==> config.mk <==
export PLATFORM = sky130hd
export DESIGN_NAME = demux_1x8_registered
export DESIGN_NICKNAME = d
export VERILOG_FILES = /design/src/rtl/demux_1x8_registered.sv
export SDC_FILE = /design/constraint.sdc
export NUM_CORES = 1
export LEC_CHECK = 0
export ABC_CLOCK_PERIOD_IN_PS = 2040
export BUFFER_PORTS_ARGS = -buffer_cell sky130_fd_sc_hd__buf_2
export CAP_MARGIN = 15
export CORE_ASPECT_RATIO = 1.1
export CORE_MARGIN = 10
export CORE_UTILIZATION = 30
export CTS_BUF_LIST = sky130_fd_sc_hd__clkbuf_8
export CTS_CLUSTER_DIAMETER = 150
export DETAILED_ROUTE_END_ITERATION = 7
export HOLD_SLACK_MARGIN = 0.02
export PLACE_DENSITY = 0.62
export SYNTH_ARGS = -nofsm -noshare
export SYNTH_HDL_FRONTEND = slang
export SYNTH_SLANG_ARGS = --single-unit
==> constraint.sdc <==
create_clock -name clk -period 2.04 [get_ports clk]
set_input_delay 0.408 -clock clk [delete_from_list [all_inputs] [get_ports clk]]
set_output_delay 0.408 -clock clk [all_outputs]
set_load 0.01 [all_outputs]
==> src/rtl/demux_1x8_registered.sv <==
// rtl/demux_1x8_registered.sv - registered 1-to-8 demux with valid strobes, sticky hit flags and saturating route counter
module demux_1x8_registered #(
    parameter int DATA_W = 1
) (
    input  logic                  clk,
    input  logic                  rst,
    input  logic                  sel,
    input  logic [2:0]            addr,
    input  logic [DATA_W-1:0]     in,
    output logic [8*DATA_W-1:0]   out,
    output logic [7:0]            out_valid,
    output logic [7:0]            hit,
    input  logic                  hit_clr,
    output logic [15:0]           route_cnt,
    input  logic                  cnt_clr
);

    logic [7:0]          lane_dec;
    logic [8*DATA_W-1:0] out_next;
    logic [7:0]          hit_next;
    logic [15:0]         cnt_next;

    // one-hot lane select, empty when routing is disabled
    always_comb begin
        lane_dec = 8'h00;
        if (sel) begin
            lane_dec = 8'b1 << addr;
        end
    end

    always_comb begin
        out_next = '0;
        for (int k = 0; k < 8; k++) begin
            if (lane_dec[k]) begin
                out_next[k*DATA_W +: DATA_W] = in;
            end
        end
    end

    // a set in the same cycle as a clear survives the clear
    always_comb begin
        hit_next = hit;
        if (hit_clr) begin
            hit_next = 8'h00;
        end
        hit_next = hit_next | lane_dec;
    end

    always_comb begin
        cnt_next = route_cnt;
        if (cnt_clr) begin
            cnt_next = sel ? 16'd1 : 16'd0;
        end else if (sel && (route_cnt != 16'hFFFF)) begin
            cnt_next = route_cnt + 16'd1;
        end
    end

    always_ff @(posedge clk or posedge rst) begin
        if (rst) begin
            out       <= '0;
            out_valid <= 8'h00;
            hit       <= 8'h00;
            route_cnt <= 16'd0;
        end else begin
            out       <= out_next;
            out_valid <= lane_dec;
            hit       <= hit_next;
            route_cnt <= cnt_next;
        end
    end

endmodule

Word-level counts from Yosys, hierarchy flattened:

Cells that the tools add are included.

* bitwise gates (word level): 1
* shift-type cells: 1
* muxes and demuxes: 13
* equal/unequal tests: 1
* reduce and logical (&&, ||, !) cells: 2
* $add $sub $neg: 1

Operators with widths (number)
* 2-to-1 mux 16 bit: 2
* adder 16 x 1 -> 16 bit, second input constant: 1
* 2-to-1 mux 8 bit: 2
* inequality test 16 bit, second input constant: 1
* 2-to-1 mux 1 bit: 9
* OR 8 bit: 1
* << shifter 1 x 3 -> 8 bit, first input constant: 1
* nonzero test 2 bit: 1
* logical AND 1 bit: 1

* input bits: 9
* word-level logic and storage cells: 23
* register bits after elaboration: 40
* output and inout bits: 40

Depth between registers and ports, before layout:

Gate-level depths: netlist of the first run.

* depth in word-level cells: 4
* depth in mapped cells: 5
* gate-level depth less buffers: 5

Least setup slack after synthesis of the first run:

No wires, ideal clock.

* kind: register to register
* start point: register route_cnt[0]
* end point: register route_cnt[13]
* arrival: 1571 ps
* cell stages (with the launch flop): 6
* buffers on the path: 0
* clock period less this slack: 1649 ps
* library setup time: 78 ps
* slack: 391 ps
* data required time: 1962 ps
* cells stage by stage: dfrtp_1 -> ha_1 -> nand3_1 -> o41ai_2 -> or4_1 -> a21oi_1

* word-level cells in the longest chain between the ends: 3
* elaborated cells between the ends (all ways): 6
* classes of those cells: add/sub (1); eq/ne (1); mux (2); reduce/logical (2)

Ends and longest elaborated chain
* start, declared: RTL line 14 `output logic [15:0] route_cnt,`
* start signal, assigned: RTL line 68 `route_cnt <= cnt_next;`
* adder 16 x 1 -> 16 bit / inequality test 16 bit (equally long branches): RTL line 54, 53
* 2-to-1 mux 16 bit / logical AND 1 bit (equally long branches): RTL line 53 `end else if (sel && (route_cnt != 16'hFFFF)) begin`
* 2-to-1 mux 16 bit / nonzero test 2 bit (equally long branches)

Several ways; a longest one is shown, not always the timed one. The select of a mux whose other input is x is not followed.
A chain may end at the register's enable or synchronous reset.

Final worst setup path of the first run:

* start point: register route_cnt[0]
* end point: register route_cnt[10]

The elaborated chain is that of the path after synthesis.

==> results of run 1 <==
==> sequential cells by signal, indices dropped and copies added, names as in the netlist <==
signal	flops
route_cnt	16
hit	8
out	8
out_valid	8
==> report_power, final <==
| part | internal, mW | switching [mW] |
|---|---|---|
| logic | 0.0401 | 0.0705 |
| clock network | 0.238 | 0.275 |
| registers | 0.813 | 0.0141 |
| total | 1.09 | 0.359 |
==> per-layer routing <==
layer	track usage [%]	routed length (um)	vias to the layer above
met2	13.3	1770	53
met3	5.54	491	2
met4	2.49	16	0
met5	0	0	-
met1	11.3	1810	637
li1	-	-	648
==> layout make-up <==
class                   instances  area share (%)
multi-input cells              98            31.5
clock inverters                 3           0.941
inverters                       7            1.24
clock buffers                   5            3.24
flip-flops and latches         40            47.1
well taps                      75            4.41
repair buffers                 49            11.6
==> synthesized netlist by cell type (3+ instances only) <==
library cell  instances  share of area [%]
or3_1                 3                1.1
nor3_1                7                2.1
a21oi_1               8                2.3
a21o_1                8                3.5
nor2_1               13                2.9
nand3_1               6                1.8
dfrtp_1              40                 59
o21ai_0               4                1.2
and2_1                8                2.9
nand2_1               6                1.3
inv_1                 7                1.5
==> worst max-delay path, stage by stage, from the launching register on <==
cell and delay, ns:
dfrtp_1 0.42, ha_1 0.21, nand3_1 0.21, or3_1 0.43, o311ai_1 0.25, o41ai_1 0.11
==> metrics by stage <==
step	utilization (%)	setup slack (ns)	area (um^2)
after floorplan	-	0.391	1700
after global placement	37.5	0.352	2040
after detailed placement	37.5	0.307	2040
after CTS	39.2	0.287	2130
after global routing	39.2	0.122	2130
final	39.2	0.282	2130
==> path summary, 6_finish.rpt <==
kind / from / endpoint / slack (ns)
max in group asynchronous: rst / route_cnt[15] / 1.45
min in group clk: addr[1] / out_valid[0] / 0.37
max: route_cnt[0] / route_cnt[10] / 0.28
max reg2reg: route_cnt[0] / route_cnt[10] / 0.28
min: rst / out[5] / 0.22
min reg2reg: hit[0] / hit[0] / 0.48
==> cells by family after synthesis <==
family	after synthesis	share of synthesized area (%)
multiplexers	2	1.25
adder cells (fa/ha/maj)	1	0.734
flip-flops	40	58.7
buffers and inverters	9	1.98
AND/OR/NAND/NOR	61	22.2
AO/OA/AOI/OAI	34	15.1
==> results.md, run 1 <==
- Via count: 1340
- Die height: 99.0 um
- Worst Skew: ~0.0067 ns
- Total CTS buffers: 5
- Yosys warns: 0
- RSZ-0062 raised after global routing: false
- Die footprint: 9100 um^2
- Placed Cells: between 200 and 300
- Row cnt: 28
- CTS Root Cell: clkbuf_8
- Leak: ~1.2 nW
- Routability Congestion: 0.844
- Synth Area per Inst: 11.6 um^2
- GR Overflow Total: 0
- CTS tree: done
- Remaining DRCs: 0
- Clock Latency Late Sink: 0.29 ns
- HPWL Detailed: 3110 um
- ANT cells: 0
- Pwr Density: between 600 and 700 nW/um^2
- CP endpoint kind: flip-flop
- DIE WIDTH: 91.9 um
- Top Ports: 49
- Global-route wire length before repair: 6820 um
- Post-Layout Cell Count: roughly 280
- Critical Path Fanout Max: 6
- Top_reg_cell synth: dfrtp_1
- CP Data Required Time: 2.20 ns
- Hold_buf cts: 0
- Maxcap violations: 0
- Critical Setup Path Class: flip-flop to flip-flop
- PostCTS Resize Cnt: 0
- Power Total: 1.45 mW
- Final period utilization: 86.2%
- Initial DRC count: 86
- Hold Slack: 0.221 ns
- Clock sink count: 40
- Cell Area, Synth: 1700 um^2
- Final hold violation count: 0
- # nets final: 211
- Clock transition time at the flip-flop clock pins of the worst setup and hold paths: 0.08 ns
- Remaining antenna violation count: 0
- DR vias/cell: 4.84
- Max clock buf depth: 2
- Fillers: 532
- Syn Inst Count: 147
- Synthesized Nets: 157
- Initial Util: between 30% and 40%
- Asr flop ratio synth: 100%
- Yosys cell types: 40
- H-tree levels: 2
- Synthesized flop and latch total: 40
- Slew HR: approximately 62%
- Fin crit period: 1.76 ns
- CP startpoint kind: flip-flop
- Worst Path Arrival: 1.92 ns
- R2R cell count: 5
- Worst slew pin tran: 0.560 ns
- Sequential share of the synthesized area: 58.7%
- Layout cells sized above 1: roughly a third
- Gr usage total: 9.21%
- Pins Over Slew Limit: 0
- Core footprint: 5430 um^2
- Status: finished clean
- Most frequent cells in the layout: buf_2, dfrtp_1, nor2_1
- Area of all sequential standard cells: 1000 um^2
- Final WL: just over 4000 um
- Most common cell after layout, fill and taps aside: buf_2
- Final setup fails: 0
- Number of synthesized flops with an enable pin: 0
- Postcts setup bufs: 0
- TNS Setup: 0 ns
- Routed WL per cell: 14.8 um
- F_max: between 0.5 and 0.6 GHz
- Vias in the first global route: 1366
- Maximum vdd drop: 0.373 mV
- Pin count of the biggest net entering global routing: 41
- First-pass DRT Iterations: 4
- Initial antenna violation count: 0
- # port buffers: 48
- Worst Hold Class: input pin to asynchronous set/reset pin
- Area occupied by multi-input gates: ~670 um^2
- Area growth, synth to finish: 24.8%
(Power assumes the default switching activity.)
==> run 2: changes to the inputs <==
--- a/config.mk
+++ b/config.mk
@@ -10,12 +10,12 @@
 export CAP_MARGIN = 15
 export CORE_ASPECT_RATIO = 1.1
 export CORE_MARGIN = 10
-export CORE_UTILIZATION = 30
+export CORE_UTILIZATION = 53
 export CTS_BUF_LIST = sky130_fd_sc_hd__clkbuf_8
 export CTS_CLUSTER_DIAMETER = 150
 export DETAILED_ROUTE_END_ITERATION = 7
 export HOLD_SLACK_MARGIN = 0.02
-export PLACE_DENSITY = 0.62
+export PLACE_DENSITY = 0.92
 export SYNTH_ARGS = -nofsm -noshare
 export SYNTH_HDL_FRONTEND = slang
 export SYNTH_SLANG_ARGS = --single-unit
==> results.md, run 2 (synthesis gave the netlist of run 1 again) <==
- Cell breakdown of the critical path: ha_1 > nand3_1 > or3_1 > o311ai_1 > o41ai_1
- Family with the most delay on the worst path: simple AND/OR/NAND/NOR gates
- Maximum vdd drop: 0.907 mV (+140%)
- Critical Path Fanout Max: 6 (unchanged)
- Final period utilization: 85.8% (-0.35 points)
- Gr usage total: 14.3% (+5.1 points)
- Row cnt: 21 (-25%)
- Worst setup path start: route_cnt[0]
- Maxcap violations: 0 (unchanged)
- Global-route wire length before repair: 6530 um (-4.2%)
- Fin crit period: 1.75 ns (-0.00722 ns)
- Worst slew pin tran: 0.551 ns (-0.00981 ns)
- Max clock buf depth: 2 (unchanged)
- Initial Util: 55.4% (+24 points)
- CP endpoint kind: flip-flop
- Remaining antenna violation count: 0 (unchanged)
- Worst Hold Class: input pin to asynchronous set/reset pin
- Area of all sequential standard cells: 1000 um^2 (unchanged)
- Register-to-register setup slack: 0.29 ns (about the same)
- First-pass DRT Iterations: 4 (unchanged)
- Initial DRC count: 128 (+49%)
- TNS Setup: 0 ns (unchanged)
- Layout cells sized above 1: 32.7% (+0.50 points)
- Hold_buf cts: 0 (unchanged)
- Cell-internal power: 1.22 mW (+12%)
- Area growth, synth to finish: 23.3%
- H-tree levels: 2 (unchanged)
- Top Ports: 49 (unchanged)
- Fillers: 235 (-56%)
- Placed cell areas: 1990 um^2 (-2.5%)
- R2R cell count: 5 (unchanged)
- Via count: 1365 (+1.9%)
- Pwr Density: 765 nW/um^2 (+12%)
- Pins Over Slew Limit: 0 (unchanged)
- Most frequent cells in the layout: buf_2, dfrtp_1, nor2_1
- Most flop-heavy register: route_cnt
- DR vias/cell: 5.78 (+20%)
- Sw Share: 24.0% (-0.73 points)
- WP buf/inv: 0 (unchanged)
- RSZ-0062 raised after global routing: false
- Vias in the first global route: 1368 (+0.15%)
- F_max: 0.571 GHz (+0.41%)
- Routed WL per cell: 16.9 um (+15%)
- GR Overflow Total: 0 (unchanged)
- Final WL: 4000 um (-2.2%)
- Die height: 79.5 um (-20%)
- RR Startpoint: route_cnt[0]
- Most common cell after layout, fill and taps aside: buf_2
- Final core utilization: 68.4% (+29 points)
- # port buffers: 48 (unchanged)
- PostCTS Resize Cnt: 0 (unchanged)
- Clock sink count: 40 (unchanged)
- CP startpoint kind: flip-flop
- Routability Congestion: 0.853 (+1.1%)
- CTS Root Cell: clkbuf_8
- Reg-to-Reg End: route_cnt[10]
- Final hold violation count: 0 (unchanged)
- CP max-delay cell: dfrtp_1
- Fin area: 2100 um^2 (-1.2%)
- Slowest stage delay, CP: 0.43 ns (about the same)
- Critical Setup Path Class: flip-flop to flip-flop
- Final setup fails: 0 (unchanged)
- Area occupied by multi-input gates: 669 um^2 (unchanged)
- Max FFs per register: 16 (unchanged)
- Clock transition time at the flip-flop clock pins of the worst setup and hold paths: 0.08 ns (about the same)
- Slew HR: 62.9% (+0.66 points)
- Core footprint: 3070 um^2 (-43%)
- Worst Skew: 0.00566 ns (-0.00101 ns)
- Die footprint: 5890 um^2 (-35%)
- Total CTS buffers: 5 (unchanged)
- Leak: 1.17 nW (+0.80%)
- # nets final: 211 (unchanged)
- Initial antenna violation count: 0 (unchanged)
- DIE WIDTH: 74.1 um (-19%)
- Clock share of power: 41.7% (+6.3 points)
- Switch Pwr: 387 uW (+7.6%)
- Postcts setup bufs: 0 (unchanged)
- HPWL Detailed: 2980 um (-4.3%)
- Remaining DRCs: 0 (unchanged)
- Clock Latency Late Sink: 0.30 ns (about the same)
- Pin count of the biggest net entering global routing: 41 (unchanged)
- Part of the power in registers: 51.4% (-5.6 points)
- CTS tree: done
- Comb power frac: 6.9% (-0.7 points)
- CP Data Required Time: 2.22 ns (+0.02 ns)
- Worst Path Arrival: 1.93 ns (about the same)
- ANT cells: 0 (unchanged)
- Status: finished clean
run 2: cell types whose count changed in the layout (fill, tap and decap cells not counted), sizes merged:
cell    change
bufinv      +1
clkinv      -1
run 2: cell type report:
type	count	area share [%]
well taps	34	2.02
flip-flops and latches	40	47.6
clock inverters	3	2.20
multi-input cells	98	31.8
repair buffers	49	11.8
inverters	7	1.25
clock buffers	5	3.27
run 2: how the worst max path moves through the flow:
stage                     to  cells after the start  slack [ns]
4_1_cts        route_cnt[10]                      5        0.29
3_5_place_dp   route_cnt[10]                      5        0.30
3_3_place_gp   route_cnt[10]                      5        0.37
6_report       route_cnt[10]                      5        0.29
5_1_grt        route_cnt[10]                      5         0.1
2_1_floorplan  route_cnt[13]                      5        0.39
run 2: per-layer routing:
metal	vias to the layer above	wire [um]	GRT usage, %
met5	-	0	0
met4	0	60	4.48
met3	6	509	9.08
met2	57	1960	22.3
met1	652	1470	15.6
li1	650	-	-
run 2: per-stage QoR:
stage | setup slack, ns | instances | power (mW) | hold slack (ns)
floorplan | 0.391 | 147 | 0.902 | 0.498
global placement | 0.366 | 228 | 0.950 | 0.454
detailed placement | 0.302 | 228 | 0.957 | 0.462
CTS | 0.293 | 236 | 1.62 | 0.222
global route | 0.0977 | 236 | 1.67 | 0.244
finish | 0.290 | 236 | 1.61 | 0.204
run 2: power groups by stage:
| stage | Combinational, mW | Clock, mW | Sequential, mW |
|---|---|---|---|
| 2_1_floorplan | 0.0495 | 0 | 0.853 |
| 3_3_place_gp | 0.109 | 0 | 0.841 |
| 3_5_place_dp | 0.114 | 0 | 0.843 |
| 4_1_cts | 0.114 | 0.683 | 0.827 |
| 5_1_grt | 0.125 | 0.717 | 0.831 |
| 6_report | 0.111 | 0.670 | 0.827 |
run 2: worst min-delay path, cell delays in order:
cell	delay, ns
buf_2	0.09
inv_1	0.04
buf_4	0.41
